$ cat src/rtl/msx_block_table_loader.sv
// Streaming parser for the MSX machine-configuration image: decodes the ioctl byte
// stream into RAM lookup and slot/subslot/page block table write strobes.
module msx_block_table_loader #(
    parameter int         MAX_RAM = 16,
    parameter int         MAX_BLK = 64,
    parameter logic [7:0] MAGIC   = 8'h4D
) (
    input  logic        clk,
    input  logic        reset_n,
    input  logic        dl_active,
    input  logic        dl_wr,
    input  logic [7:0]  dl_data,
    output logic        ram_we,
    output logic [3:0]  ram_idx,
    output logic [26:0] ram_addr,
    output logic [15:0] ram_size,
    output logic        ram_ro,
    output logic        blk_we,
    output logic [5:0]  blk_idx,
    output logic [3:0]  blk_ref_ram,
    output logic [1:0]  blk_ref_sram,
    output logic [1:0]  blk_offset_ram,
    output logic [4:0]  blk_mapper,
    output logic [3:0]  blk_device,
    output logic        blk_cart_num,
    output logic        blk_external,
    output logic        busy,
    output logic        done,
    output logic        error,
    output logic [2:0]  err_code
);

    typedef enum logic [2:0] {
        S_IDLE, S_MAGIC, S_NRAM, S_NBLK, S_RAM_REC, S_BLK_REC, S_DONE, S_ERROR
    } state_t;

    localparam logic [2:0] ERR_MAGIC    = 3'd1;
    localparam logic [2:0] ERR_RANGE    = 3'd2;
    localparam logic [2:0] ERR_FIELD    = 3'd3;
    localparam logic [2:0] ERR_DANGLING = 3'd4;
    localparam logic [2:0] ERR_TRUNC    = 3'd5;

    localparam logic [7:0] MAX_RAM_B     = 8'(MAX_RAM);
    localparam logic [7:0] MAX_BLK_B     = 8'(MAX_BLK);
    localparam logic [4:0] MAPPER_UNUSED = 5'd0;
    localparam logic [4:0] MAPPER_MAX    = 5'd18;
    localparam logic [3:0] DEVICE_MAX    = 4'd4;

    state_t      state;
    state_t      eff_state;
    logic        dl_active_q;
    logic [2:0]  byte_cnt;
    logic [6:0]  ent_cnt;
    logic [6:0]  ent_nxt;
    logic [6:0]  nram;
    logic [6:0]  nblk;

    // Record fields staged until the record's last byte arrives
    logic [26:0] st_addr;
    logic [15:0] st_size;
    logic        st_ro;
    logic [5:0]  st_idx;
    logic [3:0]  st_ref_ram;
    logic [1:0]  st_ref_sram;
    logic [1:0]  st_offset_ram;
    logic [4:0]  st_mapper;
    logic        st_cart_num;
    logic        st_external;

    logic        dl_rise;
    logic        dl_fall;
    logic        start;
    logic        accept;
    logic        parsing;
    logic        last_byte;
    logic [2:0]  byte_code;

    // Validity of one incoming byte in its stream position; 0 means acceptable.
    function automatic logic [2:0] byte_check(
        input state_t     st,
        input logic [2:0] pos,
        input logic [7:0] b,
        input logic [3:0] ref_ram,
        input logic [6:0] n_ram
    );
        byte_check = 3'd0;
        case (st)
            S_MAGIC: if (b != MAGIC)     byte_check = ERR_MAGIC;
            S_NRAM:  if (b > MAX_RAM_B)  byte_check = ERR_RANGE;
            S_NBLK:  if (b > MAX_BLK_B)  byte_check = ERR_RANGE;
            S_RAM_REC: begin
                if (pos == 3'd3 && b[7:3] != 5'd0) byte_check = ERR_FIELD;
                if (pos == 3'd6 && b[7:1] != 7'd0) byte_check = ERR_FIELD;
            end
            S_BLK_REC: begin
                case (pos)
                    3'd0: if (b[7:6] != 2'd0) byte_check = ERR_FIELD;
                    3'd2: begin
                        if (b[7] || b[4:0] > MAPPER_MAX)
                            byte_check = ERR_FIELD;
                        else if (b[4:0] != MAPPER_UNUSED && {3'd0, ref_ram} >= n_ram)
                            byte_check = ERR_DANGLING;
                    end
                    3'd3: if (b[7:4] != 4'd0 || b[3:0] > DEVICE_MAX) byte_check = ERR_FIELD;
                    default: byte_check = 3'd0;
                endcase
            end
            default: byte_check = 3'd0;
        endcase
    endfunction

    // A byte coinciding with the dl_active fall is still taken; a byte with the
    // rise is decoded as MAGIC by presenting the post-start state to the decoder.
    always_comb begin
        dl_rise   = dl_active && !dl_active_q;
        dl_fall   = !dl_active && dl_active_q;
        start     = dl_rise && (state == S_IDLE || state == S_DONE || state == S_ERROR);
        eff_state = start ? S_MAGIC : state;
        accept    = dl_wr && (dl_active || dl_active_q);
        parsing   = (eff_state == S_MAGIC) || (eff_state == S_NRAM) || (eff_state == S_NBLK) ||
                    (eff_state == S_RAM_REC) || (eff_state == S_BLK_REC);
        ent_nxt   = ent_cnt + 7'd1;
        byte_code = byte_check(eff_state, byte_cnt, dl_data, st_ref_ram, nram);
        last_byte = 1'b0;
        case (eff_state)
            S_NBLK:    last_byte = (nram == 7'd0) && (dl_data == 8'd0);
            S_RAM_REC: last_byte = (byte_cnt == 3'd7) && (ent_nxt == nram) && (nblk == 7'd0);
            S_BLK_REC: last_byte = (byte_cnt == 3'd3) && (ent_nxt == nblk);
            default:   last_byte = 1'b0;
        endcase
    end

    always_ff @(posedge clk or negedge reset_n) begin
        if (!reset_n) begin
            state          <= S_IDLE;
            dl_active_q    <= 1'b0;
            byte_cnt       <= 3'd0;
            ent_cnt        <= 7'd0;
            nram           <= 7'd0;
            nblk           <= 7'd0;
            st_addr        <= 27'd0;
            st_size        <= 16'd0;
            st_ro          <= 1'b0;
            st_idx         <= 6'd0;
            st_ref_ram     <= 4'd0;
            st_ref_sram    <= 2'd0;
            st_offset_ram  <= 2'd0;
            st_mapper      <= 5'd0;
            st_cart_num    <= 1'b0;
            st_external    <= 1'b0;
            ram_we         <= 1'b0;
            ram_idx        <= 4'd0;
            ram_addr       <= 27'd0;
            ram_size       <= 16'd0;
            ram_ro         <= 1'b0;
            blk_we         <= 1'b0;
            blk_idx        <= 6'd0;
            blk_ref_ram    <= 4'd0;
            blk_ref_sram   <= 2'd0;
            blk_offset_ram <= 2'd0;
            blk_mapper     <= 5'd0;
            blk_device     <= 4'd0;
            blk_cart_num   <= 1'b0;
            blk_external   <= 1'b0;
            busy           <= 1'b0;
            done           <= 1'b0;
            error          <= 1'b0;
            err_code       <= 3'd0;
        end else begin
            dl_active_q <= dl_active;
            ram_we      <= 1'b0;
            blk_we      <= 1'b0;

            if (start) begin
                state    <= S_MAGIC;
                busy     <= 1'b1;
                done     <= 1'b0;
                error    <= 1'b0;
                err_code <= 3'd0;
            end

            if (accept && parsing) begin
                if (byte_code != 3'd0) begin
                    state    <= S_ERROR;
                    error    <= 1'b1;
                    err_code <= byte_code;
                    busy     <= 1'b0;
                end else begin
                    case (eff_state)
                        S_MAGIC: state <= S_NRAM;
                        S_NRAM: begin
                            nram  <= dl_data[6:0];
                            state <= S_NBLK;
                        end
                        S_NBLK: begin
                            nblk     <= dl_data[6:0];
                            byte_cnt <= 3'd0;
                            ent_cnt  <= 7'd0;
                            if (nram != 7'd0)
                                state <= S_RAM_REC;
                            else if (dl_data != 8'd0)
                                state <= S_BLK_REC;
                            else begin
                                state <= S_DONE;
                                done  <= 1'b1;
                                busy  <= 1'b0;
                            end
                        end
                        S_RAM_REC: begin
                            byte_cnt <= byte_cnt + 3'd1;
                            case (byte_cnt)
                                3'd0: st_addr[7:0]   <= dl_data;
                                3'd1: st_addr[15:8]  <= dl_data;
                                3'd2: st_addr[23:16] <= dl_data;
                                3'd3: st_addr[26:24] <= dl_data[2:0];
                                3'd4: st_size[7:0]   <= dl_data;
                                3'd5: st_size[15:8]  <= dl_data;
                                3'd6: st_ro          <= dl_data[0];
                                default: begin
                                    ram_we   <= 1'b1;
                                    ram_idx  <= ent_cnt[3:0];
                                    ram_addr <= st_addr;
                                    ram_size <= st_size;
                                    ram_ro   <= st_ro;
                                    if (ent_nxt == nram) begin
                                        ent_cnt <= 7'd0;
                                        if (nblk != 7'd0)
                                            state <= S_BLK_REC;
                                        else begin
                                            state <= S_DONE;
                                            done  <= 1'b1;
                                            busy  <= 1'b0;
                                        end
                                    end else begin
                                        ent_cnt <= ent_nxt;
                                    end
                                end
                            endcase
                        end
                        S_BLK_REC: begin
                            byte_cnt <= (byte_cnt == 3'd3) ? 3'd0 : byte_cnt + 3'd1;
                            case (byte_cnt)
                                3'd0: st_idx <= dl_data[5:0];
                                3'd1: begin
                                    st_ref_ram    <= dl_data[3:0];
                                    st_ref_sram   <= dl_data[5:4];
                                    st_offset_ram <= dl_data[7:6];
                                end
                                3'd2: begin
                                    st_mapper   <= dl_data[4:0];
                                    st_cart_num <= dl_data[5];
                                    st_external <= dl_data[6];
                                end
                                default: begin
                                    blk_we         <= 1'b1;
                                    blk_idx        <= st_idx;
                                    blk_ref_ram    <= st_ref_ram;
                                    blk_ref_sram   <= st_ref_sram;
                                    blk_offset_ram <= st_offset_ram;
                                    blk_mapper     <= st_mapper;
                                    blk_cart_num   <= st_cart_num;
                                    blk_external   <= st_external;
                                    blk_device     <= dl_data[3:0];
                                    if (ent_nxt == nblk) begin
                                        ent_cnt <= 7'd0;
                                        state   <= S_DONE;
                                        done    <= 1'b1;
                                        busy    <= 1'b0;
                                    end else begin
                                        ent_cnt <= ent_nxt;
                                    end
                                end
                            endcase
                        end
                        default: state <= state;
                    endcase
                end
            end

            // Stream ended early, judged after any byte taken in this same cycle
            if (dl_fall && parsing && !(accept && (byte_code != 3'd0 || last_byte))) begin
                state    <= S_ERROR;
                error    <= 1'b1;
                err_code <= ERR_TRUNC;
                busy     <= 1'b0;
            end
        end
    end

endmodule

$ cat config.mk
export PLATFORM = sky130hd
export DESIGN_NAME = msx_block_table_loader
export DESIGN_NICKNAME = d
export VERILOG_FILES = /design/src/rtl/msx_block_table_loader.sv
export SDC_FILE = /design/constraint.sdc
export NUM_CORES = 1
export LEC_CHECK = 0
export CORE_MARGIN = 2
export CORE_UTILIZATION = 30
export DETAILED_ROUTE_END_ITERATION = 8
export SYNTH_ARGS = -nofsm -noshare
export SYNTH_HDL_FRONTEND = slang
export SYNTH_SLANG_ARGS = --single-unit
$ cat constraint.sdc
create_clock -name clk -period 3.3 [get_ports clk]
set_input_delay 0.825 -clock clk [delete_from_list [all_inputs] [get_ports clk]]
set_output_delay 0.825 -clock clk [all_outputs]
set_load 0.02 [all_outputs]
==> results_dict.tcl, run 1 <==
set metrics [dict create \
    initial_utilization_pct 30.50 \
    worst_pin_slew_ns 0.5693 \
    gr-total-overflow 0 \
    synth_area_um2 7949 \
    final_max_slew_viol_count 0 \
    ir_worst_vdd_mv 0.3475 \
    worstRegToRegCells 9 \
    clk_pin_slew_worst_paths_ns 0.07 \
    tritoncts "built" \
    hold_viol 0 \
    period_minus_slack_ns 3.165 \
    drc_errors 0 \
    ios 93 \
    arrival_ns 3.47 \
    max_slew_margin_pct 62.05 \
    finalPower_mw 7.193 \
    synth_mux_area_share_pct 22.32 \
    synthAdderAreaFrac_pct 1.889 \
    power.switching_fraction_pct 34.14 \
    crit_path_end_kind "register" \
    async_flop_share_pct 100.0 \
    nNetsFinal 762 \
    setup_violations 0 \
    intPower_mw 4.737 \
    port_buffers 92 \
    wl_um 19060 \
    drtIter0Drc 410 \
    path_class "input pin to register" \
    r2r_end "ent_cnt[6]" \
    synth_cell_type_count 60 \
    synth-simple-area-share_pct 10.51 \
    fin_tns_setup_ns 0 \
    fp.dieW_um 166.8 \
    cp-start-kind "input pin" \
    status "completed" \
    worst-path-max-fanout 8 \
    grt_usage_pct 14.03 \
    gp_congestion 0.8312 \
    comb_power_share_pct 31.0 \
    clockBufferDepth 2 \
    hold_class "input pin to asynchronous set/reset pin" \
    fin_ws_ns 0.1352 \
    die_area_um2 27810 \
    synth_seq_cells 174 \
    drive_gt1_share_pct 35.15 \
    dp_cells 1054 \
    die_y_um 166.8 \
    rsz0062_at_grt "no" \
    grt_pass1_vias 5560 \
    synth_edf_count 0 \
    grt_pass1_wl_um 30790 \
    reg2reg_from "ent_cnt[0]" \
    antenna_cells 0 \
    place_ws_ns -0.5195 \
    antenna_found_initial 0 \
    postRouteAntennaNets 0 \
    cts_buffers 17 \
    power.share.sequential_pct 40.8 \
    dpl.hpwl_um 13490 \
    cts_hold_buffers 0 \
    dr.pass1.iters 4 \
    synth_compound_area_share_pct 6.092 \
    coreArea_um2 26060 \
    fin_crit_sh_pct 95.90 \
    routed_via_density 4.896 \
    synth_top_family_by_area "multiplexers" \
    pwr-share-clk_pct 28.2 \
    via_count 5317 \
    area_growth_pct 29.53 \
    cp.required_ns 3.61 \
    grt_max_degree 106 \
    wl_per_cell_um 17.55 \
    final_cells 1086 \
    root_buffer "clkbuf_16" \
    insertion_delay_ns 0.44 \
    fmax_mhz 316.0 \
    synth_cells 598 \
    rows 59 \
    maxCapViolCount 0 \
    fillers 2476 \
    yosys_warnings 0 \
    r2r_slack_ns 0.34 \
    p_switching_mw 2.456 \
    yosys.area_share.xor_xnor_pct 1.826 \
    htreeDepth 4 \
    postSynthAreaPerCell_um2 13.29 \
    p_leak_nw 4.845 \
    p_per_area_nw_per_um2 698.6 \
    cts_sinks 174 \
    synthesis.nets 622 \
    synth_flop_cell "dfrtp_1" \
    skew_ns 0.02303 \
    ys_seq_area_share_pct 54.78 \
]
-- placed cells by master, fill, tap and decap left out, types with 3 or more instances in the layout --
master,n
xor2_1,3
and3_1,3
clkbuf_16,17
nand3_4,7
or4_1,3
or4_4,3
buf_12,6
nand2_1,24
mux2_2,142
nor3_1,14
inv_1,14
dfrtp_1,174
ha_1,12
xnor2_1,11
nand3_1,14
nor2_1,18
or3_1,7
nor2b_1,6
a21oi_1,11
nor4_1,6
clkinv_4,3
and2_1,4
a22o_1,5
mux2i_1,4
buf_4,49
inv_6,4
clkdlybuf4s50_1,84
o211ai_1,7
inv_8,4
o21ai_0,17
a211o_1,3
mux2_4,9
nand2b_1,6
dlymetal6s2s_1,7
-- worst max-delay path: stages --
cell	delay, ns
clkdlybuf4s50_1	0.50
buf_4	0.22
o211ai_1	0.16
a2111o_1	0.17
o221ai_2	0.10
or4_4	0.60
nor2_8	0.19
buf_12	0.17
nand4_4	0.11
buf_12	0.16
mux2_2	0.26
-- power by group through the flow --
stage	logic, mW	registers, mW	clock network [mW]
floorplan	1.32	2.97	0
global placement	2.17	2.98	0
detailed placement	2.20	2.98	0
CTS	2.22	2.95	2.08
global route	2.42	3.01	2.17
finish	2.23	2.94	2.03
-- worst max path at each step --
stage | start | end | cells after the start
after floorplan | dl_data[5] | ram_size[0] | 9
after global placement | dl_data[5] | st_size[11] | 10
after detailed placement | dl_data[5] | st_size[12] | 10
after CTS | dl_data[3] | st_size[10] | 12
after global routing | dl_data[0] | st_size[14] | 11
final | dl_data[0] | st_size[14] | 11
-- kinds of logic (layout without fill, tap and decap cells) --
group	Yosys count	in the layout
flip-flops	174	174
multiplexers	155	155
AND/OR/NAND/NOR	132	132
AO/OA/AOI/OAI	69	69
buffers and inverters	41	194
XOR/XNOR	15	15
adder cells (fa/ha/maj)	12	12
-- cell usage after synthesis (2+ instances only) --
cell | number | area share [%]
dfrtp_1 | 174 | 55
mux2_2 | 142 | 20
nand2_1 | 24 | 1.1
clkbuf_1 | 18 | 0.85
nor2_1 | 18 | 0.85
o21ai_0 | 18 | 1.1
inv_1 | 14 | 0.66
nand3_1 | 14 | 0.88
nor3_1 | 14 | 0.88
a21oi_1 | 12 | 0.76
ha_1 | 12 | 1.9
xnor2_1 | 11 | 1.2
mux2_4 | 9 | 1.7
nor4_1 | 8 | 0.63
nand3_4 | 7 | 1.5
o211ai_1 | 7 | 0.66
or3_1 | 7 | 0.55
nand2b_1 | 6 | 0.47
nor2b_1 | 6 | 0.47
a22o_1 | 5 | 0.55
and2_1 | 4 | 0.31
buf_2 | 4 | 0.25
buf_6 | 4 | 0.57
mux2i_1 | 4 | 0.50
or4_1 | 4 | 0.38
a211o_1 | 3 | 0.33
and3_1 | 3 | 0.24
nor3b_1 | 3 | 0.28
xor2_1 | 3 | 0.33
a211oi_1 | 2 | 0.19
nand2_2 | 2 | 0.16
nand3b_1 | 2 | 0.19
o2111ai_1 | 2 | 0.22
o21a_1 | 2 | 0.19
o221ai_1 | 2 | 0.22
o22ai_1 | 2 | 0.16
o41ai_1 | 2 | 0.22
or4_4 | 2 | 0.28
-- state kept, by name (all words and copies together) (netlist names), 4 cells and up --
signal,flops
blk_device,4
blk_idx,6
blk_mapper,5
blk_ref_ram,4
ent_cnt,7
nblk,7
nram,7
ram_addr,27
ram_idx,4
ram_size,16
st_addr,27
st_idx,6
st_mapper,5
st_ref_ram,4
st_size,16
-- routing by layer --
metal | vias to the layer above | track usage (%) | share of wire (%)
met5 | - | 0 | 0
met4 | 0 | 4.048 | 1.3
met3 | 18 | 2.780 | 3.3
met2 | 124 | 22.01 | 47
met1 | 2718 | 19.75 | 49
li1 | 2457 | - | -
-- stage by stage --
step | util, % | hold WS, ns | area, um^2
2_1_floorplan | - | 0.4749 | 7949
3_3_place_gp | 36.99 | 0.4804 | 9638
4_1_cts | 39.32 | 0.2857 | 10250
6_report | 39.51 | 0.2834 | 10300
5_1_grt | 39.51 | 0.3031 | 10300
3_5_place_dp | 36.99 | 0.4871 | 9638
-- repair_timing --
item,CTS,global route
endpoints found under the setup margin,69,71
gates resized for setup,2,13
endpoints found under the hold margin,0,0
cloned,0,0
setup buffers,0,0
pin swaps,3,5
-- area by class of cell --
type                    count  area (um^2)  area share, %
multi-input cells         383         3432          33.33
flip-flops and latches    174         4354          42.29
clock inverters            15        173.9          1.689
inverters                  14        52.55         0.5104
repair buffers            148         1439          13.98
well taps                 335        419.2          4.071
clock buffers              17        425.4          4.132
Note: power is estimated with default switching activity, not from simulation.
==> inputs of run 2 (changes only) <==
--- a/config.mk
+++ b/config.mk
@@ -5,6 +5,7 @@
 export SDC_FILE = /design/constraint.sdc
 export NUM_CORES = 1
 export LEC_CHECK = 0
+export CAP_MARGIN = 20
 export CORE_MARGIN = 2
 export CORE_UTILIZATION = 30
 export DETAILED_ROUTE_END_ITERATION = 8
==> results of run 2 <==
Same layout as run 1: the final DEF is identical, and so are final timing and power.
